$ cat src/rtl/xgmii_gen_pkg.sv
// Shared XGMII codes, header bytes and FSM state type for the frame generator.
package xgmii_gen_pkg;

  typedef enum logic [2:0] {
    IDLE,
    PREAMBLE,
    PAYLOAD,
    TERM,
    IPG
  } state_t;

  localparam logic [7:0] C_IDLE     = 8'h07;
  localparam logic [7:0] C_START    = 8'hFB;
  localparam logic [7:0] C_TERM     = 8'hFD;
  localparam logic [7:0] C_ERROR    = 8'hFE;
  localparam logic [7:0] C_PREAMBLE = 8'h55;
  localparam logic [7:0] C_SFD      = 8'hD5;

  // Header in transmit order, lane 0 (START) in the low byte.
  localparam logic [63:0] HDR_DATA = {C_SFD, {6{C_PREAMBLE}}, C_START};
  localparam logic [7:0]  HDR_CTRL = 8'h01;

endpackage

$ cat src/rtl/xgmii_payload_src.sv
// Payload byte source: LANES bytes per cycle, constant or incrementing fill.
module xgmii_payload_src #(
  parameter int LANES = 8
) (
  input  logic               clk,
  input  logic               i_rst,
  input  logic               restart_i,
  input  logic               advance_i,
  input  logic               fill_mode_i,
  input  logic [7:0]         fill_byte_i,
  output logic [8*LANES-1:0] bytes_o
);

  logic       mode_q;
  logic [7:0] fill_q;
  logic [7:0] cnt_q;

  always_ff @(posedge clk or posedge i_rst) begin
    if (i_rst) begin
      mode_q <= 1'b0;
      fill_q <= '0;
      cnt_q  <= '0;
    end else if (restart_i) begin
      mode_q <= fill_mode_i;
      fill_q <= fill_byte_i;
      cnt_q  <= '0;
    end else if (advance_i) begin
      cnt_q <= cnt_q + 8'(LANES);
    end
  end

  always_comb begin
    bytes_o = '0;
    for (int unsigned i = 0; i < LANES; i++) begin
      bytes_o[8*i +: 8] = mode_q ? (cnt_q + 8'(i)) : fill_q;
    end
  end

endmodule

$ cat src/rtl/xgmii_frame_gen.sv
// XGMII frame generator: header, clamped payload, TERMINATE and inter-packet gap.
// Optional error injection port enabled by FRAME_GEN_ERR_INJECT_EN.
module xgmii_frame_gen
  import xgmii_gen_pkg::*;
#(
  parameter int DATA_WIDTH = 64,
  parameter int CTRL_WIDTH = DATA_WIDTH / 8,
  parameter int MIN_LEN    = 64,
  parameter int MAX_LEN    = 1518,
  parameter int LEN_WIDTH  = 16
) (
  input  logic                  clk,
  input  logic                  i_rst,
  input  logic                  i_start,
  input  logic [LEN_WIDTH-1:0]  i_payload_len,
  input  logic [7:0]            i_ipg,
  input  logic                  i_fill_mode,
  input  logic [7:0]            i_fill_byte,
`ifdef FRAME_GEN_ERR_INJECT_EN
  input  logic                  i_err_inject,
`endif
  output logic [DATA_WIDTH-1:0] o_tx_data,
  output logic [CTRL_WIDTH-1:0] o_tx_ctrl,
  output logic                  o_busy,
  output logic                  o_done
);

  localparam int LANES = DATA_WIDTH / 8;
  localparam logic [LEN_WIDTH-1:0] LANES_L = LEN_WIDTH'(LANES);
  localparam logic [127:0]         HDR_EXT  = {64'h0, HDR_DATA};
  localparam logic [15:0]          HDR_CEXT = {8'h0, HDR_CTRL};

  state_t                state_q;
  logic [LEN_WIDTH-1:0]  rem_q;
  logic [7:0]            ipg_q;
  logic [8:0]            gap_q;
  logic [DATA_WIDTH-1:0] data_q;
  logic [CTRL_WIDTH-1:0] ctrl_q;
  logic                  busy_q;
  logic                  done_q;

  logic [LEN_WIDTH-1:0]  len_d;
  logic [8:0]            term_gap_d;
  logic [8:0]            ipg_gap_d;
  logic                  hdr_sel_d;
  logic                  accept_d;
  logic                  err_d;
  logic [DATA_WIDTH-1:0] hdr_data_d;
  logic [CTRL_WIDTH-1:0] hdr_ctrl_d;
  logic [DATA_WIDTH-1:0] pay_data_d;
  logic [CTRL_WIDTH-1:0] pay_ctrl_d;
  logic [DATA_WIDTH-1:0] src_bytes;

`ifdef FRAME_GEN_ERR_INJECT_EN
  assign err_d = i_err_inject;
`else
  assign err_d = 1'b0;
`endif

  assign accept_d = (state_q == IDLE) && i_start;

  xgmii_payload_src #(
    .LANES (LANES)
  ) u_src (
    .clk         (clk),
    .i_rst       (i_rst),
    .restart_i   (accept_d),
    .advance_i   (state_q == PAYLOAD),
    .fill_mode_i (i_fill_mode),
    .fill_byte_i (i_fill_byte),
    .bytes_o     (src_bytes)
  );

  always_comb begin
    if (i_payload_len < LEN_WIDTH'(MIN_LEN)) begin
      len_d = LEN_WIDTH'(MIN_LEN);
    end else if (i_payload_len > LEN_WIDTH'(MAX_LEN)) begin
      len_d = LEN_WIDTH'(MAX_LEN);
    end else begin
      len_d = i_payload_len;
    end
  end

  // Header spans at most two words, so PREAMBLE always emits the second (last) one.
  assign hdr_sel_d  = (state_q == PREAMBLE);
  assign hdr_data_d = HDR_EXT[DATA_WIDTH*int'(hdr_sel_d) +: DATA_WIDTH];
  assign hdr_ctrl_d = HDR_CEXT[CTRL_WIDTH*int'(hdr_sel_d) +: CTRL_WIDTH];

  // Idle lanes after TERMINATE in a partial word; only used when rem_q < LANES.
  assign term_gap_d = 9'(LANES - 1) - 9'(rem_q);
  assign ipg_gap_d  = gap_q + 9'(LANES);

  always_comb begin
    pay_data_d = '0;
    pay_ctrl_d = '0;
    for (int unsigned i = 0; i < LANES; i++) begin
      if (LEN_WIDTH'(i) < rem_q) begin
        pay_data_d[8*i +: 8] = err_d ? C_ERROR : src_bytes[8*i +: 8];
        pay_ctrl_d[i]        = err_d;
      end else if (LEN_WIDTH'(i) == rem_q) begin
        pay_data_d[8*i +: 8] = C_TERM;
        pay_ctrl_d[i]        = 1'b1;
      end else begin
        pay_data_d[8*i +: 8] = C_IDLE;
        pay_ctrl_d[i]        = 1'b1;
      end
    end
  end

  always_ff @(posedge clk or posedge i_rst) begin
    if (i_rst) begin
      state_q <= IDLE;
      rem_q   <= '0;
      ipg_q   <= '0;
      gap_q   <= '0;
      data_q  <= {LANES{C_IDLE}};
      ctrl_q  <= '1;
      busy_q  <= 1'b0;
      done_q  <= 1'b0;
    end else begin
      done_q <= 1'b0;
      case (state_q)
        IDLE: begin
          data_q <= {LANES{C_IDLE}};
          ctrl_q <= '1;
          busy_q <= 1'b0;
          if (i_start) begin
            data_q  <= hdr_data_d;
            ctrl_q  <= hdr_ctrl_d;
            busy_q  <= 1'b1;
            rem_q   <= len_d;
            ipg_q   <= i_ipg;
            gap_q   <= '0;
            state_q <= (LANES == 8) ? PAYLOAD : PREAMBLE;
          end
        end
        PREAMBLE: begin
          data_q  <= hdr_data_d;
          ctrl_q  <= hdr_ctrl_d;
          state_q <= PAYLOAD;
        end
        PAYLOAD: begin
          data_q <= pay_data_d;
          ctrl_q <= pay_ctrl_d;
          if (rem_q < LANES_L) begin
            rem_q  <= '0;
            done_q <= 1'b1;
            gap_q  <= term_gap_d;
            if (term_gap_d >= {1'b0, ipg_q}) begin
              state_q <= IDLE;
              busy_q  <= 1'b0;
            end else begin
              state_q <= IPG;
            end
          end else if (rem_q == LANES_L) begin
            rem_q   <= '0;
            state_q <= TERM;
          end else begin
            rem_q <= rem_q - LANES_L;
          end
        end
        TERM: begin
          data_q <= {{(LANES-1){C_IDLE}}, C_TERM};
          ctrl_q <= '1;
          done_q <= 1'b1;
          gap_q  <= 9'(LANES - 1);
          if (9'(LANES - 1) >= {1'b0, ipg_q}) begin
            state_q <= IDLE;
            busy_q  <= 1'b0;
          end else begin
            state_q <= IPG;
          end
        end
        IPG: begin
          data_q <= {LANES{C_IDLE}};
          ctrl_q <= '1;
          gap_q  <= ipg_gap_d;
          if (ipg_gap_d >= {1'b0, ipg_q}) begin
            state_q <= IDLE;
            busy_q  <= 1'b0;
          end
        end
        default: begin
          state_q <= IDLE;
          busy_q  <= 1'b0;
        end
      endcase
    end
  end

  assign o_tx_data = data_q;
  assign o_tx_ctrl = ctrl_q;
  assign o_busy    = busy_q;
  assign o_done    = done_q;

endmodule
$ cat config.mk
export PLATFORM = sky130hd
export DESIGN_NAME = xgmii_frame_gen
export DESIGN_NICKNAME = d
export VERILOG_FILES = /design/src/rtl/xgmii_gen_pkg.sv /design/src/rtl/xgmii_payload_src.sv /design/src/rtl/xgmii_frame_gen.sv
export SDC_FILE = /design/constraint.sdc
export NUM_CORES = 1
export LEC_CHECK = 0
export CORE_ASPECT_RATIO = 1.2
export CORE_MARGIN = 3
export CORE_UTILIZATION = 35
export CTS_CLUSTER_DIAMETER = 120
export DETAILED_ROUTE_END_ITERATION = 6
export SLEW_MARGIN = 30
export SYNTH_ARGS = -nofsm -noshare
export SYNTH_HDL_FRONTEND = slang
export SYNTH_HIERARCHICAL = 1
export SYNTH_SLANG_ARGS = --single-unit
$ cat constraint.sdc
create_clock -name clk -period 5.2 [get_ports clk]
set_input_delay 0.78 -clock clk [delete_from_list [all_inputs] [get_ports clk]]
set_output_delay 0.78 -clock clk [all_outputs]
set_load 0.01 [all_outputs]
======== Word level (Yosys, flattened, before mapping) ========
Cells that the tools add are included.
cells by class
  add/sub/neg operators ................... 11
  order comparisons ....................... 14
  equal/unequal tests ..................... 18
  shift operators ......................... 2
  mux-type cells .......................... 62
  bitwise logic cells ..................... 1
  reductions and logical operators ........ 14
operators with widths
  kind                                                                           count
  64-bit case mux with 5 select lines                                            1
  8-bit two-way mux                                                              27
  128-bit by 8-bit indexed part select with 64-bit output, first input constant  1
  16-bit two-way mux                                                             5
  3-bit by 16-bit equality test with 1-bit output, first input constant          4
  3-bit by 16-bit < comparator with 1-bit output, first input constant           4
  64-bit two-way mux                                                             1
  9-bit case mux with 4 select lines                                             1
  8-bit by 3-bit adder with 8-bit output, second input constant                  4
  2-bit by 16-bit equality test with 1-bit output, first input constant          2
  1-bit by 16-bit < comparator with 1-bit output, first input constant           2
  2-bit by 16-bit < comparator with 1-bit output, first input constant           2
  16-bit case mux with 2 select lines                                            1
  8-bit case mux with 4 select lines                                             1
  9-bit by 8-bit >= comparator with 1-bit output                                 2
  3-bit two-way mux                                                              6
  9-bit two-way mux                                                              2
  8-bit by 2-bit adder with 8-bit output, second input constant                  2
  1-bit by 16-bit equality test with 1-bit output, first input constant          1
  16-bit by 4-bit equality test with 1-bit output, second input constant         1
  16-bit by 11-bit > comparator with 1-bit output, second input constant         1
  16-bit logical NOT                                                             1
  16-bit by 4-bit < comparator with 1-bit output, second input constant          1
  16-bit by 7-bit < comparator with 1-bit output, second input constant          1
  26 further kinds                                                               48
storage, ports and cells
  register bits ........................... 127
  bits of input ports ..................... 36
  output and inout bits ................... 74
  word-level logic and storage cells ...... 133

======== Depth between registers and ports, before layout ========
  depth in word-level cells ............... 5
  depth in mapped cells ................... 10

======== By module ========
The synthesis kept the hierarchy.
modules (own cells, without submodules)
  module             instances  cells an instance  area each (sq um)  sequential area each (sq um)
  xgmii_frame_gen    1          619                5677.9             2792.7
  xgmii_payload_src  1          109                1158.6             350.3

======== Worst setup path after synthesis ========
No wires, ideal clock.
  path kind ............................... reg2reg
  from .................................... register rem_q[3]
  to ...................................... register busy_q, in the netlist o_busy
  data arrival time ....................... 2473 ps
  data required time ...................... 5118 ps
  setup slack ............................. 2645 ps
  stages on the path, launching flop included .. 11
  path through ............................ dfrtp_1 -> inv_1 -> ha_1 -> or3b_1 -> xor2_1 -> ha_1 -> nand3_1 -> o211ai_1 -> a41o_1 -> or4_1 -> a31oi_1
between the ends
  word-level cells in the longest chain between the ends .. 4
  elaborated cells on any way between the ends .. 6
  classes of those cells .................. add/sub (1); order compare (2); eq/ne (2); reduce/logical (1)
ends and longest elaborated chain
  item                                            RTL line                text
  from (decl)                                     xgmii_frame_gen.sv:34   logic [LEN_WIDTH-1:0] rem_q;
  from (signal assigned)                          xgmii_frame_gen.sv:131  rem_q <= len_d;
  from (signal assigned)                          xgmii_frame_gen.sv:159  rem_q <= rem_q - LANES_L;
  3-bit by 9-bit subtractor with 9-bit output     xgmii_frame_gen.sv:90   assign term_gap_d = 9'(LANES - 1) - 9'(rem_q);
  9-bit by 8-bit >= comparator with 1-bit output  xgmii_frame_gen.sv:149  if (term_gap_d >= {1'b0, ipg_q}) begin
  2-bit inequality test (no line)                 --
  5-bit AND reduction (no line) *                 --
  to (signal assigned)                            xgmii_frame_gen.sv:118  busy_q <= 1'b0;
  to (signal assigned)                            xgmii_frame_gen.sv:151  busy_q <= 1'b0;
  to (signal assigned)                            xgmii_frame_gen.sv:169  busy_q <= 1'b0;
  to (decl)                                       xgmii_frame_gen.sv:39   logic busy_q;
Mark *: on every way between the ends. The rest lies on a longest branch, timed or not.
A chain may end at the register's enable or synchronous reset.

======== Worst setup path in the final report ========
  from .................................... register state_q[0]
  to ...................................... register data_q[39], in the netlist o_tx_data[39]
between the ends
  word-level cells in the longest chain between the ends .. 4
  elaborated cells on any way between the ends .. 9
  classes of those cells .................. eq/ne (4); shift (1); mux (2); reduce/logical (2)
ends and longest elaborated chain
  item                                                     RTL line                                       text
  from (decl)                                              xgmii_frame_gen.sv:33                          state_t state_q;
  from (signal assigned)                                   xgmii_frame_gen.sv:134                         state_q <= (LANES == 8) ? PAYLOAD : PREAMBLE;
  3-bit by 1-bit equality test with 1-bit output           xgmii_frame_gen.sv:85, xgmii_frame_gen.sv:122
  128-bit by 8-bit indexed part select with 64-bit output  xgmii_frame_gen.sv:86                          assign hdr_data_d = HDR_EXT[DATA_WIDTH*int'(hdr_sel_d) +: DATA_WIDTH];
  64-bit two-way mux                                       xgmii_frame_gen.sv:127                         if (i_start) begin
  64-bit case mux with 5 select lines                      xgmii_frame_gen.sv:122                         case (state_q)
  to (signal assigned)                                     xgmii_frame_gen.sv:124                         data_q <= {LANES{C_IDLE}};
  to (signal assigned)                                     xgmii_frame_gen.sv:128                         data_q <= hdr_data_d;
  to (signal assigned)                                     xgmii_frame_gen.sv:138                         data_q <= hdr_data_d;
  to (decl)                                                xgmii_frame_gen.sv:37                          logic [DATA_WIDTH-1:0] data_q;
Parallel ways exist; a longest one is shown, timed or not.

==> impl_metrics.toml <==
[yosys]
synth-seq-cells = 124
synth_top_area_share_pct = 33.7
synth_edf_count = 0
yosys_warnings = 6
synth_area_um2 = 6840
synthCells = 728
ys_types = 61
synth_nets = 784
avgSynthCellArea_um2 = 9.39
synth_flop_cell = "dfrtp_1"
yosysSeqAreaShare_pct = 46.0
yosys.area.top_type = "dfrtp_1"
synthTopCellsByArea = "dfrtp_1, dfstp_2, o21ai_0, buf_4, a21oi_1"
ys_async_sr_fraction_pct = 100

[detailed_routing]
met2_length_um = 9470
wl_met3_um = 989
antenna_left = 0
vias = 5612
wl_um = 19000
drcViolationCount = 0
wl_per_cell_um = 18.2
first_pass_iters = 7
highest_layer = "met4"
dr.first_iter.drc_count = 471
vias_per_cell = 5.35
m1WireLength_um = 8200

[placed_design]
gp_congestion = 0.882
place_area_um2 = 7770
dp_hpwl_um = 13900
dp_slack_ns = 1.96
dp_cells = 1016
io_buffers = 109

[floorplanning]
start_util_pct = 36.0
pin_count = 110
die_h_um = 159
die_x_um = 134
core_area_um2 = 19000
num_rows = 55
dieArea_um2 = 21300

[timing]
period_needed_ns = 3.43
tightest_slew_ns = 0.928
fin_crit_sh_pct = 65.9
relSlewSlack_pct = 37.9
hold_viol = 0
max_freq_ghz = 0.292
skew_ns = 0.00737
slew_violations = 0
rsz0062_at_grt = "false"
setup_slack_ns = 1.77
setup_viol = 0
setup_tns_ns = 0

[cts]
cts_setup_buffers = 0
hold_buffers = 0
cts_buffers = 17
cts_sinks = 124
cts_root_buf = "clkbuf_16"
ctsLongestPathBuffers = 2
path_clk_slew_ns = 0.06
htreeDepth = 4
cts_tree = "done"
ctsResizeCount = 0
clock_latency_ns = 0.43

[setup_path]
worstPathMaxFanout = 20
cp.arrival_ns = 3.79
critPathCaptureType = "flip-flop"
required_ns = 5.56
rr_worst_depth = 6
criticalPathCategory = "reg2reg"
cp-start-kind = "flip-flop"

[global_routing]
grt.overflow.total = 0
grt_pass1_wl_um = 31000
grt_max_degree = 84
grt_pass1_vias = 5589
grt_antenna_before_repair = 0
grt_use_total_pct = 18.3

[power_and_ir_drop]
power.leakage_uw = 0.00344
max-vdd-ir-drop_mv = 0.280
p_per_area_nw_per_um2 = 614

[layout]
fill_cells = 1897
seq_area_um2 = 3140
final_core_util_pct = 44.2
final_common_cell = "clkdlybuf4s50_1"
layout_common_cells = "clkdlybuf4s50_1, dfrtp_1, o21ai_0, a21oi_1, nand2_1"
multi_input_area_um2 = 3080
drive_gt1_share_pct = 14.6
areaGrowthSynthToFinish_pct = 22.7
fin_nets = 835
stdcell_count = 1048
final_area_um2 = 8390
antenna_cells = 0

[flow_run]
max_cap_viol_count = 0

[min_path]
holdPathStages = 2
hp-class = "reg2reg"

[outcome]
status = "finished, final reports clean"
==> cell type report <==
class | count | share of cell area [%]
timing repair buffer | 115 | 13.5
multi-input combinational | 495 | 36.7
clock buffer | 18 | 5.23
sequential | 124 | 37.5
inverter | 26 | 1.22
tap | 256 | 3.82
clock inverter | 14 | 2.03
==> Yosys cell counts (2+ instances only) <==
library cell and instances:
dfrtp_1 92, o21ai_0 81, a21oi_1 62, nand2_1 61
nor2_1 58, buf_4 45, dfstp_2 32, nand3_1 27
clkbuf_1 26, inv_1 26, ha_1 20, a221o_1 18
mux2_2 17, nor3_1 17, nor2b_1 10, a31oi_1 9
buf_2 9, or2_2 9, o211ai_1 7, xnor2_1 7
mux2_4 6, o21a_1 6, a22oi_1 5, and3_1 5
and2_1 4, nand4_1 4, nor2_2 4, o22a_1 4
o22ai_1 4, or4_1 4, a41oi_1 3, and4_1 3
nor4_1 3, o2bb2ai_1 3, or3_1 3, a41o_1 2
buf_6 2, mux2i_1 2, nand3b_1 2, nor4_4 2
o21ai_1 2, o31ai_1 2, xor2_1 2
==> kinds of logic after synthesis <==
family	after synthesis	share of synthesized area, %
muxes	25	4.41
AOI/OAI and AO/OA	219	19.6
adders and majority gates	20	3.66
buffers and inverters	109	9.08
DFF	124	46.0
xor gates and xnor gates	9	1.15
and+or+nand+nor	222	16.1
==> through the flow <==
step	hold WS [ns]	power [uW]
2_1_floorplan	0.456	3390
3_3_place_gp	0.466	3910
3_5_place_dp	0.471	3950
4_1_cts	0.485	5190
5_1_grt	0.525	5510
6_report	0.476	5150
==> sequential cells by signal (all words and copies together), names as in the netlist <==
| name | flops |
|---|---|
| state_q | 3 |
| u_src/cnt_q | 5 |
| gap_q | 9 |
| o_done | 1 |
| ipg_q | 8 |
| o_tx_ctrl | 8 |
| o_busy | 1 |
| o_tx_data | 64 |
| rem_q | 16 |
| u_src/fill_q | 8 |
| u_src/mode_q | 1 |
==> worst max-delay path, stage by stage, from the launching register on <==
cell	delay [ns]
dfrtp_1	0.58
nor2_1	0.59
nand2_1	0.61
inv_1	0.47
nand3_1	0.26
nor3_1	0.65
a221o_1	0.20
==> power breakdown <==
group	switching, uW	leakage (uW)	internal (uW)
registers	399	0.00147	1450
clock network	455	0.000288	765
logic	994	0.00169	1090
==> per-layer routing <==
layer  track usage (%)  up-vias
met2              30.3      178
met4              6.74        0
met5                 0        -
li1                  -     2673
met1              23.8     2732
met3              3.76       29
==> final timing paths <==
kind | from | endpoint | slack, ns
setup / recovery | state_q[0]$_DFFE_PP0P_ | o_tx_data[39]$_DFFE_PP0P_ | 1.77
hold / removal | o_tx_data[45]$_DFFE_PP0P_ | o_tx_data[45]$_DFFE_PP0P_ | 0.48
setup reg to reg | state_q[0]$_DFFE_PP0P_ | o_tx_data[39]$_DFFE_PP0P_ | 1.77
hold reg to reg | o_tx_data[45]$_DFFE_PP0P_ | o_tx_data[45]$_DFFE_PP0P_ | 0.48
max in group asynchronous | i_rst | o_tx_ctrl[2]$_DFFE_PP1P_ | 3.39
min in group asynchronous | i_rst | u_src/cnt_q[7]$_DFFE_PP0N_ | 0.84
Note: power is estimated with default switching activity, not from simulation.
